## config.mk

```make
export PLATFORM = sky130hd
export DESIGN_NAME = error_code_logger
export DESIGN_NICKNAME = d
export VERILOG_FILES = /design/src/rtl/error_code_pkg.sv /design/src/rtl/error_log_fifo.sv /design/src/rtl/error_code_logger.sv
export SDC_FILE = /design/constraint.sdc
export NUM_CORES = 1
export LEC_CHECK = 0
export BUFFER_PORTS_ARGS = -buffer_cell sky130_fd_sc_hd__buf_2
export CAP_MARGIN = 10
export CORE_UTILIZATION = 45
export CTS_CLUSTER_SIZE = 28
export DETAILED_ROUTE_END_ITERATION = 8
export PLACE_DENSITY = 0.62
export REMOVE_ABC_BUFFERS = 1
export SLEW_MARGIN = 20
export SYNTH_ARGS = -nofsm -noshare
export SYNTH_HDL_FRONTEND = slang
export SYNTH_SLANG_ARGS = --single-unit
```

## constraint.sdc

```tcl
create_clock -name clk -period 4.58 [get_ports clk]
set_input_delay 0.458 -clock clk [delete_from_list [all_inputs] [get_ports clk]]
set_output_delay 0.458 -clock clk [all_outputs]
set_load 0.05 [all_outputs]
```

## src/rtl/error_code_pkg.sv

```systemverilog
// Shared types for the error-code interface between error_code_processor,
// error_code_logger and their benches.
package error_code_pkg;

    typedef enum logic [3:0] {
        ERR_NONE       = 4'h0,
        ERR_OVERFLOW   = 4'h1,
        ERR_UNDERFLOW  = 4'h2,
        ERR_DIV_ZERO   = 4'h3,
        ERR_NEG_SQRT   = 4'h4,
        ERR_INVALID_OP = 4'h5,
        ERR_TIMEOUT    = 4'h6,
        ERR_UNKNOWN    = 4'hF
    } error_code_e;

    typedef enum logic [2:0] {
        OP_ADD  = 3'd0,
        OP_SUB  = 3'd1,
        OP_MUL  = 3'd2,
        OP_DIV  = 3'd3,
        OP_SQRT = 3'd5
    } op_e;

    localparam int LOG_HDR_W = 7;

    // The operation field stays plain logic: the processor may drive encodings outside op_e.
    typedef struct packed {
        logic [2:0]  op;
        error_code_e code;
    } log_hdr_t;

    function automatic logic is_event(input logic valid, input logic [3:0] code);
        return valid && (code != ERR_NONE);
    endfunction

endpackage

```

## src/rtl/error_log_fifo.sv

```systemverilog
// Synchronous show-ahead FIFO for the error log; a push into a full FIFO is
// accepted when a pop in the same cycle frees the head slot.
module error_log_fifo #(
    parameter  int DEPTH = 8,
    parameter  int WIDTH = 23,
    localparam int PTR_W = $clog2(DEPTH),
    localparam int CNT_W = $clog2(DEPTH + 1)
) (
    input  logic             clk,
    input  logic             reset_n,
    input  logic             clear,
    input  logic             push,
    input  logic [WIDTH-1:0] push_data,
    input  logic             pop,
    output logic             valid,
    output logic [WIDTH-1:0] head_data,
    output logic [CNT_W-1:0] count,
    output logic [CNT_W-1:0] count_next,
    output logic             overflow
);

    logic [WIDTH-1:0] mem [DEPTH];
    logic [PTR_W-1:0] wr_ptr_q, wr_ptr_d;
    logic [PTR_W-1:0] rd_ptr_q, rd_ptr_d;
    logic [CNT_W-1:0] count_q, count_d;
    logic             full;
    logic             pop_ok;
    logic             push_ok;

    assign full     = (count_q == CNT_W'(DEPTH));
    assign pop_ok   = pop && (count_q != '0) && !clear;
    assign push_ok  = push && !clear && (!full || pop_ok);
    assign overflow = push && !clear && full && !pop_ok;

    // NOTE: every always_comb output gets a default first, so no path can infer a latch.
    always_comb begin
        wr_ptr_d = wr_ptr_q;
        rd_ptr_d = rd_ptr_q;
        count_d  = count_q;
        if (clear) begin
            wr_ptr_d = '0;
            rd_ptr_d = '0;
            count_d  = '0;
        end else begin
            if (push_ok) wr_ptr_d = wr_ptr_q + PTR_W'(1);
            if (pop_ok)  rd_ptr_d = rd_ptr_q + PTR_W'(1);
            unique case ({push_ok, pop_ok})
                2'b10:   count_d = count_q + CNT_W'(1);
                2'b01:   count_d = count_q - CNT_W'(1);
                default: count_d = count_q;
            endcase
        end
    end

    // NOTE: sequential state uses non-blocking assignments so every register samples pre-edge values.
    always_ff @(posedge clk or negedge reset_n) begin
        if (!reset_n) begin
            wr_ptr_q <= '0;
            rd_ptr_q <= '0;
            count_q  <= '0;
        end else begin
            wr_ptr_q <= wr_ptr_d;
            rd_ptr_q <= rd_ptr_d;
            count_q  <= count_d;
        end
    end

    // NOTE: storage has no reset; stale words are unreachable because head_data is masked while empty.
    always_ff @(posedge clk) begin
        if (push_ok) mem[wr_ptr_q] <= push_data;
    end

    assign valid      = (count_q != '0);
    assign head_data  = valid ? mem[rd_ptr_q] : '0;
    assign count      = count_q;
    assign count_next = count_d;

endmodule

```

## src/rtl/error_code_logger.sv

```systemverilog
// Error-code consumer: timestamps and buffers non-zero codes for a host reader,
// keeps per-code counters, a seen-mask, a drop counter and a registered irq.
module error_code_logger
    import error_code_pkg::*;
#(
    parameter  int DEPTH      = 8,
    parameter  int TS_W       = 16,
    parameter  int CNT_W      = 8,
    parameter  int IRQ_THRESH = 4,
    localparam int LCNT_W     = $clog2(DEPTH + 1)
) (
    input  logic                      clk,
    input  logic                      reset_n,
    input  logic                      err_valid,
    input  logic [3:0]                error_code,
    input  logic [2:0]                operation,
    input  logic                      log_pop,
    output logic                      log_valid,
    output logic [LOG_HDR_W+TS_W-1:0] log_entry,
    output logic [LCNT_W-1:0]         log_count,
    output logic [7:0]                drop_count,
    input  logic [3:0]                sel_code,
    output logic [CNT_W-1:0]          code_count,
    output logic [15:0]               sticky_mask,
    output logic                      irq,
    input  logic                      clear
);

    logic [TS_W-1:0]  ts_q, ts_d;
    logic [CNT_W-1:0] cnt_q [16];
    logic [CNT_W-1:0] cnt_d [16];
    logic [15:0]      sticky_q, sticky_d;
    logic [7:0]       drop_q, drop_d;
    logic             fatal_q, fatal_d;
    logic             irq_q, irq_d;

    logic             evt;
    log_hdr_t         hdr;
    logic [LCNT_W-1:0] fifo_count_next;
    logic             fifo_overflow;

    // A clear cycle swallows the event entirely: no log, no count, no drop.
    assign evt      = is_event(err_valid, error_code) && !clear;
    assign hdr.op   = operation;
    assign hdr.code = error_code_e'(error_code);

    error_log_fifo #(
        .DEPTH (DEPTH),
        .WIDTH (LOG_HDR_W + TS_W)
    ) u_fifo (
        .clk        (clk),
        .reset_n    (reset_n),
        .clear      (clear),
        .push       (evt),
        .push_data  ({hdr, ts_q}),
        .pop        (log_pop),
        .valid      (log_valid),
        .head_data  (log_entry),
        .count      (log_count),
        .count_next (fifo_count_next),
        .overflow   (fifo_overflow)
    );

    always_comb begin
        ts_d     = ts_q + 1'b1;
        cnt_d    = cnt_q;
        sticky_d = sticky_q;
        drop_d   = drop_q;
        fatal_d  = fatal_q;
        if (clear) begin
            cnt_d    = '{default: '0};
            sticky_d = '0;
            drop_d   = '0;
            fatal_d  = 1'b0;
        end else if (evt) begin
            if (cnt_q[error_code] != {CNT_W{1'b1}}) begin
                cnt_d[error_code] = cnt_q[error_code] + 1'b1;
            end
            sticky_d[error_code] = 1'b1;
            if (error_code == ERR_UNKNOWN) fatal_d = 1'b1;
            if (fifo_overflow && (drop_q != 8'hFF)) drop_d = drop_q + 8'd1;
        end
        irq_d = fatal_d | (fifo_count_next >= LCNT_W'(IRQ_THRESH));
    end

    always_ff @(posedge clk or negedge reset_n) begin
        if (!reset_n) begin
            ts_q     <= '0;
            cnt_q    <= '{default: '0};
            sticky_q <= '0;
            drop_q   <= '0;
            fatal_q  <= 1'b0;
            irq_q    <= 1'b0;
        end else begin
            ts_q     <= ts_d;
            cnt_q    <= cnt_d;
            sticky_q <= sticky_d;
            drop_q   <= drop_d;
            fatal_q  <= fatal_d;
            irq_q    <= irq_d;
        end
    end

    assign code_count  = cnt_q[sel_code];
    assign sticky_mask = sticky_q;
    assign drop_count  = drop_q;
    assign irq         = irq_q;

endmodule

```

==> results of run 1 <==
==> where the power goes <==
group          internal (mW)  switching [mW]  total, mW
clock                   1.80            1.31       3.12
combinational          0.177           0.347      0.524
sequential              3.47          0.0529       3.52
==> synthesized netlist by cell type (16+ instances only) <==
cell | instances | area (um2)
sky130_fd_sc_hd__edfxtp_1 | 184 | 5530
sky130_fd_sc_hd__dfrtp_1 | 180 | 4500
sky130_fd_sc_hd__nor2_1 | 155 | 582
sky130_fd_sc_hd__mux4_2 | 119 | 2680
sky130_fd_sc_hd__nand2_1 | 92 | 345
sky130_fd_sc_hd__clkbuf_1 | 69 | 259
sky130_fd_sc_hd__o21ai_0 | 49 | 245
sky130_fd_sc_hd__mux2i_1 | 45 | 450
sky130_fd_sc_hd__a211oi_1 | 31 | 233
sky130_fd_sc_hd__a21o_1 | 30 | 225
sky130_fd_sc_hd__nand3_1 | 29 | 145
sky130_fd_sc_hd__nor3b_1 | 27 | 203
sky130_fd_sc_hd__a21oi_1 | 25 | 125
sky130_fd_sc_hd__xnor2_1 | 17 | 149
sky130_fd_sc_hd__nor2b_1 | 16 | 100
==> worst max-delay path: stages <==
cell and delay [ns]:
sky130_fd_sc_hd__buf_2 0.56, sky130_fd_sc_hd__mux4_2 0.59, sky130_fd_sc_hd__a22oi_1 0.23, sky130_fd_sc_hd__nand3_2 0.19, sky130_fd_sc_hd__ha_1 0.27, sky130_fd_sc_hd__and4b_1 0.21
sky130_fd_sc_hd__or2_1 0.27, sky130_fd_sc_hd__and3_4 0.46, sky130_fd_sc_hd__buf_4 0.39, sky130_fd_sc_hd__nand2_1 0.09, sky130_fd_sc_hd__o21ai_0 0.08
==> state kept, by name (all words and copies together), names as in the netlist <==
signal           cells
fatal_q              1
sticky_mask         16
u_fifo.count         4
drop_count           8
irq                  1
u_fifo.rd_ptr_q      3
cnt_q              128
u_fifo.wr_ptr_q      3
ts_q                16
u_fifo.mem         184
==> cells by family after synthesis <==
group                      synth area share [%]
buffers and inverters                      2.74
adders and majority gates                 0.433
xor gates and xnor gates                   1.62
muxes                                      18.5
AOI/OAI and AO/OA                          8.70
and+or+nand+nor                            10.1
DFF                                        57.9
==> how the worst min path moves through the flow <==
stage	depth (start not counted)	from	endpoint
after floorplan	0	reset_n	cnt_q[0]
after global placement	2	sticky_mask[14]	sticky_mask[14]
after detailed placement	2	sticky_mask[15]	sticky_mask[15]
after CTS	1	reset_n	cnt_q[62]
after global routing	1	reset_n	cnt_q[38]
final	1	reset_n	cnt_q[38]
==> through the flow <==
step | worst slack [ns] | total power [mW] | utilization, % | std cells
after floorplan | 0.563 | 3.88 | - | 1173
after global placement | 0.600 | 4.11 | 48.4 | 1801
after detailed placement | 0.520 | 4.12 | 48.4 | 1801
after CTS | 1.12 | 7.23 | 51.8 | 1873
after global routing | 0.850 | 7.39 | 51.8 | 1873
final | 1.09 | 7.16 | 51.8 | 1873
==> per-layer routing <==
metal / GRT usage, % / share of wire [%] / wire length (um)
met1: 29.7 / 43 / 17700
met5: 0 / 0 / 0
met2: 35.9 / 50 / 20500
met4: 5.91 / 2.1 / 870
met3: 2.61 / 4.8 / 1990
==> final cells by class <==
| cell class | instances | area [um2] |
|---|---|---|
| multi-input combinational | 803 | 6870 |
| clock inverter | 10 | 86.3 |
| fill | 3181 | 18200 |
| timing repair buffer | 117 | 716 |
| inverter | 6 | 22.5 |
| sequential | 364 | 10000 |
| tap | 511 | 639 |
| clock buffer | 62 | 1190 |
==> flow_summary.ini, run 1 <==
[critical_path]
cp.required_ns = 4.97
crit_path_end_kind = flip-flop
reg2regPathDepth = 10
critical_path.startpoint_type = input pin
termination_of_the_worst_setup_path = cnt_q[8]
worst-setup-path-type = input pin to flip-flop
crit_fanout = 94
worst_ep_arrival_time_ns = 3.89
crit-reg2reg-capture = cnt_q[8]
setup.worst_path.start = error_code[0]
ff2ff_setup_slack_ns = 1.27
worst_r2r_startpoint = cnt_q[96]

[sta]
setup_tns_ns = 0
finClkSkew_ns = 0.0131
max_freq_mhz = 286
period_needed_ns = 3.49
slew_headroom_pct = 27.8
worst-slew-pin-transition_ns = 1.08
timing.hold.ws_ns = 0.0188
timing_max_transition_violations_final = 0
setup_viol = 0
rsz0062_at_grt = false
final_min_period_over_clock_period_pct = 76.3
timing.final.hold_violations = 0

[yosys]
cell_count_after_synthesis = 1276
synthArstFlopShare_pct = 49.5
synth-main-ff-cell = sky130_fd_sc_hd__edfxtp_1
synth_area_mm2 = 0.0173
post_synth_edffs = 184
synth_seq_cells = 364
synth_sequential_area_ratio_pct = 57.9
synth.lib_cells_used.distinct = 54
yosys_warnings = 0
post_synth.cell_area_avg_um2 = 13.6

[clock_network]
cts-buffers-inserted = 39
clkLatencyLatePin_ns = 0.55
cts_hold_buf = 0
cts.sink_count = 364
cts_repair_resize_count = 0
path_clk_slew_ns = 0.06
cts_tree = yes
clk_root_buffer_cell = sky130_fd_sc_hd__clkbuf_16
htree_num_levels = 2
post_cts.repair.setup_buffers = 0
cts-root-to-sink-buffers = 3

[worst_hold_path]
hp-class = input pin to asynchronous set/reset pin

[final_layout]
final_common_cell = sky130_fd_sc_hd__edfxtp_1
layout.cells.most_common_list = sky130_fd_sc_hd__edfxtp_1, sky130_fd_sc_hd__dfrtp_1, sky130_fd_sc_hd__nor2_1
design.final.nets = 1353
drive_gt1_share_pct = 23.9
area_growth_pct = 12.8
final_cell_area_mm2 = 0.0196
antennaDiodeCount = 0

[place]
portBuffers = 76
dpl.hpwl_um = 25300
dpl-instance-area_mm2 = 0.0183
gp_congestion = 0.879

[floorplanning]
floorplan.die.width_um = 198
floorplan.io_pins = 77
effective_utilization_at_floorplan_pct = 45.9
core_area_mm2 = 0.0378
die_h_um = 198
die-area_mm2 = 0.0393
number_of_rows_in_the_core_area = 71

[global_route]
antenna_found_initial = 0
grt_use_total_pct = 21.5
grt_first_pass_wirelength_um = 64600
grt_max_degree = 116
grt_pass1_vias = 10987
globalRoute.totalOverflow = 0

[detailed_routing]
routed-via-count = 11037
wire_per_inst_um = 21.9
routed_wirelength_um = 41100
initialDrtViolationCount = 693
detail_route.drc_violations = 0
antenna_left = 0
avgViaCountPerCell = 5.89
drt-pass1-iter-count = 6

[power]
static_leakage_power_nw = 7.64
peakVddDrop_v = 0.000252
total_power_per_unit_cell_area_mw_per_mm2 = 366

[flow_run]
timing.max_cap.violations = 0

[status]
run_status = finished clean
Note: power is estimated with default switching activity, not from simulation.
==> run 2: changes to the inputs <==
Clock period 4.58 ns to 3.4 ns, I/O delays scaled along.
==> run 2 against run 1 <==
Against the previous run: global-route usage is 0.23 points higher; combinational power is 43% higher; routed wire length about the same; critical path depth decreased by 6; sequential cell count unchanged; cell area grew 1.6%; sequential power rose by 34%; via count increased by 0.33%; setup slack got worse by 0.73 ns; final cell count rose by 1.8%; critical endpoint is now log_entry[12]; largest power group unchanged.
==> flow_summary.ini, run 2 (same netlist as run 1, synthesis figures left out) <==
[status]
run_status = finished clean

[critical_path]
critical_path.n_buffers_inverters = 2
worstPathCellList = buf_12 -> mux4_2 -> mux2i_1 -> nor2_1 -> buf_2
worst-setup-path-type = flip-flop to primary output
crit_path_end_kind = primary output
worst_ep_arrival_time_ns = 2.71
max_incr_delay_on_cp_ns = 0.82
critical_path.top_delay_family = flip-flops
crit_fanout = 30
slowest_stage = sky130_fd_sc_hd__dfrtp_4
cp.required_ns = 3.06
critical_path.startpoint_type = flip-flop

[detailed_routing]
routed_wirelength_um = 41100
drt-pass1-iter-count = 5
wire_per_inst_um = 21.5
initialDrtViolationCount = 782
detail_route.drc_violations = 0
antenna_left = 0
avgViaCountPerCell = 5.81
routed-via-count = 11073

[flow_run]
timing.max_cap.violations = 0

[global_route]
globalRoute.totalOverflow = 0
grt_first_pass_wirelength_um = 64900
antenna_found_initial = 0
grt_max_degree = 157
grt_use_total_pct = 21.7
grt_pass1_vias = 11195

[place]
portBuffers = 76
gp_congestion = 0.858
dpl.hpwl_um = 26000
placed_cells_incl_taps = 1832

[sta]
slew_headroom_pct = 46.9
timing_max_transition_violations_final = 0
rsz0062_at_grt = false
timing.final.hold_violations = 0
timing.hold.ws_ns = 0.0406
setup_tns_ns = 0
max_freq_mhz = 328
period_needed_ns = 3.05
worst-slew-pin-transition_ns = 0.796
final_min_period_over_clock_period_pct = 89.6
setup_viol = 0
finClkSkew_ns = 0.0289

[power]
static_leakage_power_nw = 7.79
peakVddDrop_v = 0.000340
total_power_per_unit_cell_area_mw_per_mm2 = 485
design_power_total_mw = 9.65

[clock_network]
htree_num_levels = 2
cts-buffers-inserted = 39
cts.sink_count = 364
path_clk_slew_ns = 0.06
cts-root-to-sink-buffers = 3
clkLatencyLatePin_ns = 0.58
clk_root_buffer_cell = sky130_fd_sc_hd__clkbuf_16
cts_repair_resize_count = 0
cts_tree = yes

[final_layout]
drive_gt1_share_pct = 24.9
final_common_cell = sky130_fd_sc_hd__edfxtp_1
area_growth_pct = 14.7
seq_area_mm2 = 0.0100
multiInputGateArea_mm2 = 0.00687
fillCellCount = 3196
largest_registers = u_fifo.mem: 184 flops, cnt_q: 128 flops
registers.top_by_ff_count = u_fifo.mem
layoutNonFillerInstCount = 1906
design.final.nets = 1385
layout.cells.most_common_list = sky130_fd_sc_hd__edfxtp_1, sky130_fd_sc_hd__dfrtp_1, sky130_fd_sc_hd__nor2_1
largest_register_ffs = 184

[floorplanning]
die-area_mm2 = 0.0393
floorplan.io_pins = 77
number_of_rows_in_the_core_area = 71
die_h_um = 198
core_area_mm2 = 0.0378
floorplan.die.width_um = 198
effective_utilization_at_floorplan_pct = 45.9

[worst_hold_path]
hp-class = input pin to flip-flop
## run 2: worst paths after layout
kind,to,depth (start not counted),from,slack [ns]
worst max register to register,cnt_q[16],10,cnt_q[104],0.36
max in group asynchronous,cnt_q[123],3,reset_n,2.07
worst min-delay path,u_fifo.mem[4][22],1,operation[2],0.04
worst max-delay path,log_entry[12],5,u_fifo.rd_ptr_q[0],0.35
worst min register to register,sticky_mask[13],2,sticky_mask[13],0.49
min in group asynchronous,sticky_mask[11],2,reset_n,0.40
## run 2: repair_timing
| action | 4_1_cts | 5_1_grt |
|---|---|---|
| hold buffers | 1 | 0 |
| endpoints found under the hold margin | 83 | 0 |
| setup buffers | 0 | 0 |
## run 2: layout make-up
class / count / area share, %
tap: 511 / 3.22
clock inverter: 13 / 0.919
timing repair buffer: 149 / 5.32
sequential: 364 / 50.5
antenna: 1 / 0.0126
clock buffer: 59 / 5.39
inverter: 6 / 0.113
multi-input combinational: 803 / 34.5
## run 2: through the flow
step           cell area [um2]  util [%]  worst slack (ns)
2_1_floorplan            16900         -            -0.499
3_3_place_gp             18600      49.3             0.153
3_5_place_dp             18600      49.3            0.0830
4_1_cts                  19900      52.6             0.266
5_1_grt                  19900      52.6             0.195
6_report                 19900      52.7             0.353
## run 2: power by group
part | switching [mW] | total (mW) | internal, mW
combinational | 0.485 | 0.748 | 0.263
sequential | 0.0570 | 4.73 | 4.67
clock | 1.80 | 4.17 | 2.37
## run 2: routing by layer
metal | vias to the layer above | global-route usage, % | wire length (um)
li1 | 5022 | - | -
met2 | 252 | 35.8 | 20100
met5 | - | 0 | 0
met3 | 73 | 3.63 | 1880
met4 | 0 | 5.97 | 926
met1 | 5726 | 29.8 | 18100
==> run 3: changes to the inputs <==
Settings changed: CELL_PAD_IN_SITES_DETAIL_PLACEMENT set to 1, CELL_PAD_IN_SITES_GLOBAL_PLACEMENT set to 1, CORE_MARGIN set to 1, PLACE_DENSITY 0.62 to 0.72, SLEW_MARGIN 20 to not set.
==> run 3 against run 2 <==
Against the previous run: via count grew 3.9%; total power grew 2.0%; clock skew shrank 0.016 ns; core utilization grew 0.16 points; critical endpoint is now cnt_q[72]; largest cell class unchanged; largest power group unchanged.
==> flow_summary.ini, run 3 (same netlist as run 1, synthesis figures left out) <==
[status]
run_status = finished clean

[detailed_routing]
wire_per_inst_um = 24.4
antenna_left = 0
drt-pass1-iter-count = 5
avgViaCountPerCell = 6.04
detail_route.drc_violations = 0
routed-via-count = 11510
initialDrtViolationCount = 915
routed_wirelength_um = 46600

[clock_network]
clkLatencyLatePin_ns = 0.58
path_clk_slew_ns = 0.06
post_cts.repair.setup_buffers = 0
cts-buffers-inserted = 41
cts_tree = yes
cts.sink_count = 364
cts-root-to-sink-buffers = 3
htree_num_levels = 2
clk_root_buffer_cell = sky130_fd_sc_hd__clkbuf_16

[global_route]
grt_max_degree = 171
grt_use_total_pct = 24.9
antenna_found_initial = 0
grt_first_pass_wirelength_um = 73500
globalRoute.totalOverflow = 0
grt_pass1_vias = 12324

[critical_path]
critical_path.startpoint_type = flip-flop
crit-reg2reg-capture = cnt_q[72]
ff2ff_setup_slack_ns = 0.29
worst_r2r_startpoint = cnt_q[97]
critical_path.n_buffers_inverters = 1
slowest_stage = sky130_fd_sc_hd__mux4_2
reg2regPathDepth = 10
crit_path_end_kind = flip-flop
cp.required_ns = 3.81
worst-setup-path-type = flip-flop to flip-flop
critical_path.top_delay_family = simple AND/OR/NAND/NOR gates
crit_fanout = 52
max_incr_delay_on_cp_ns = 0.53
worst_ep_arrival_time_ns = 3.51
worstPathCellList = mux4_2 -> a22oi_1 -> nand3_1 -> ha_1 -> and4b_1 -> or2_1 -> and3_4 -> buf_12 -> nand2_1 -> o21ai_0

[floorplanning]
floorplan.die.width_um = 198
die_h_um = 198
die-area_mm2 = 0.0393
core_area_mm2 = 0.0378
number_of_rows_in_the_core_area = 71
effective_utilization_at_floorplan_pct = 45.9
floorplan.io_pins = 77

[power]
peakVddDrop_v = 0.000657
p_sw_share_pct = 24.7
power.share.sequential_pct = 48.0
p_comb_share_pct = 7.9
p_switching_mw = 2.43
total_power_per_unit_cell_area_mw_per_mm2 = 493
power.clock.fraction_pct = 44.1
static_leakage_power_nw = 7.83
cellInternalPower_mw = 7.41

[sta]
timing.hold.ws_ns = 0.0474
slew_headroom_pct = 29.1
rsz0062_at_grt = false
setup_viol = 0
max_freq_mhz = 322
finClkSkew_ns = 0.0131
timing.final.hold_violations = 0
timing_max_transition_violations_final = 0
period_needed_ns = 3.11
final_min_period_over_clock_period_pct = 91.4
final_critical_path_setup_slack_ns = 0.292
worst-slew-pin-transition_ns = 1.06

[worst_hold_path]
worst_hold_startpoint = log_pop
hp-class = input pin to flip-flop
worstHoldPathCells = 2
whs_endpoint = u_fifo.count[3]

[final_layout]
design.final.nets = 1385
registers.top_by_ff_count = u_fifo.mem
final_common_cell = sky130_fd_sc_hd__edfxtp_1
antennaDiodeCount = 0
largest_registers = u_fifo.mem: 184 flops, cnt_q: 128 flops
area_growth_pct = 15.0
fillCellCount = 3725
final_core_utilization_pct = 52.8
drive_gt1_share_pct = 25.1
layout.cells.most_common_list = sky130_fd_sc_hd__edfxtp_1, sky130_fd_sc_hd__dfrtp_1, sky130_fd_sc_hd__nor2_1
largest_register_ffs = 184

[place]
gp_congestion = 0.815
dpl.hpwl_um = 29100
detailedPlace.worstSlack_ns = -0.0193
portBuffers = 76

[flow_run]
timing.max_cap.violations = 0
[run 3: worst max-delay path by stage]
stage | slack, ns | startpoint | to | cells past startpoint
floorplan | -0.50 | error_code[0] | cnt_q[105] | 9
global placement | 0.15 | error_code[1] | cnt_q[41] | 11
detailed placement | -0.02 | error_code[0] | cnt_q[3] | 9
CTS | 0.29 | u_fifo.rd_ptr_q[0] | log_entry[5] | 5
global route | 0.11 | cnt_q[97] | cnt_q[3] | 9
finish | 0.29 | cnt_q[97] | cnt_q[72] | 10
[run 3: layer usage]
| layer | share of wire (%) | vias up | GRT usage [%] |
|---|---|---|---|
| met2 | 51 | 353 | 42.5 |
| li1 | - | 5018 | - |
| met1 | 42 | 6056 | 32.6 |
| met3 | 5.0 | 83 | 3.37 |
| met4 | 2.6 | 0 | 8.64 |
| met5 | 0 | - | 0 |
[run 3: power by group through the flow]
stage               Combinational, mW  Clock (mW)  Sequential, mW
floorplan                       0.394           0            4.83
global placement                0.764           0            4.80
detailed placement              0.782           0            4.81
CTS                             0.787        4.45            4.72
global route                    0.832        4.58            4.73
finish                          0.776        4.34            4.72
[run 3: layout make-up]
class	instances	area [um2]	share of cell area (%)
Sequential cell	364	10000	50.3
Clock inverter	16	191	0.960
Multi-Input combinational cell	803	6870	34.4
Clock buffer	59	1110	5.59
Timing Repair Buffer	147	1070	5.36
Tap cell	511	639	3.21
Inverter	6	22.5	0.113
[run 3: stage by stage]
stage	cell area (um2)	setup TNS, ns	power [mW]	instances
6_report	19900	0	9.84	1906
5_1_grt	19900	0	10.1	1906
4_1_cts	19900	0	9.96	1906
3_5_place_dp	18600	-0.0193	5.59	1830
3_3_place_gp	18600	0	5.57	1830
2_1_floorplan	16900	-58.06	5.23	1173
[run 3: timing repair]
item                      4_1_cts  5_1_grt
gates resized for setup         0        0
hold buffers                    1        0
hold endpoints to repair      103        0
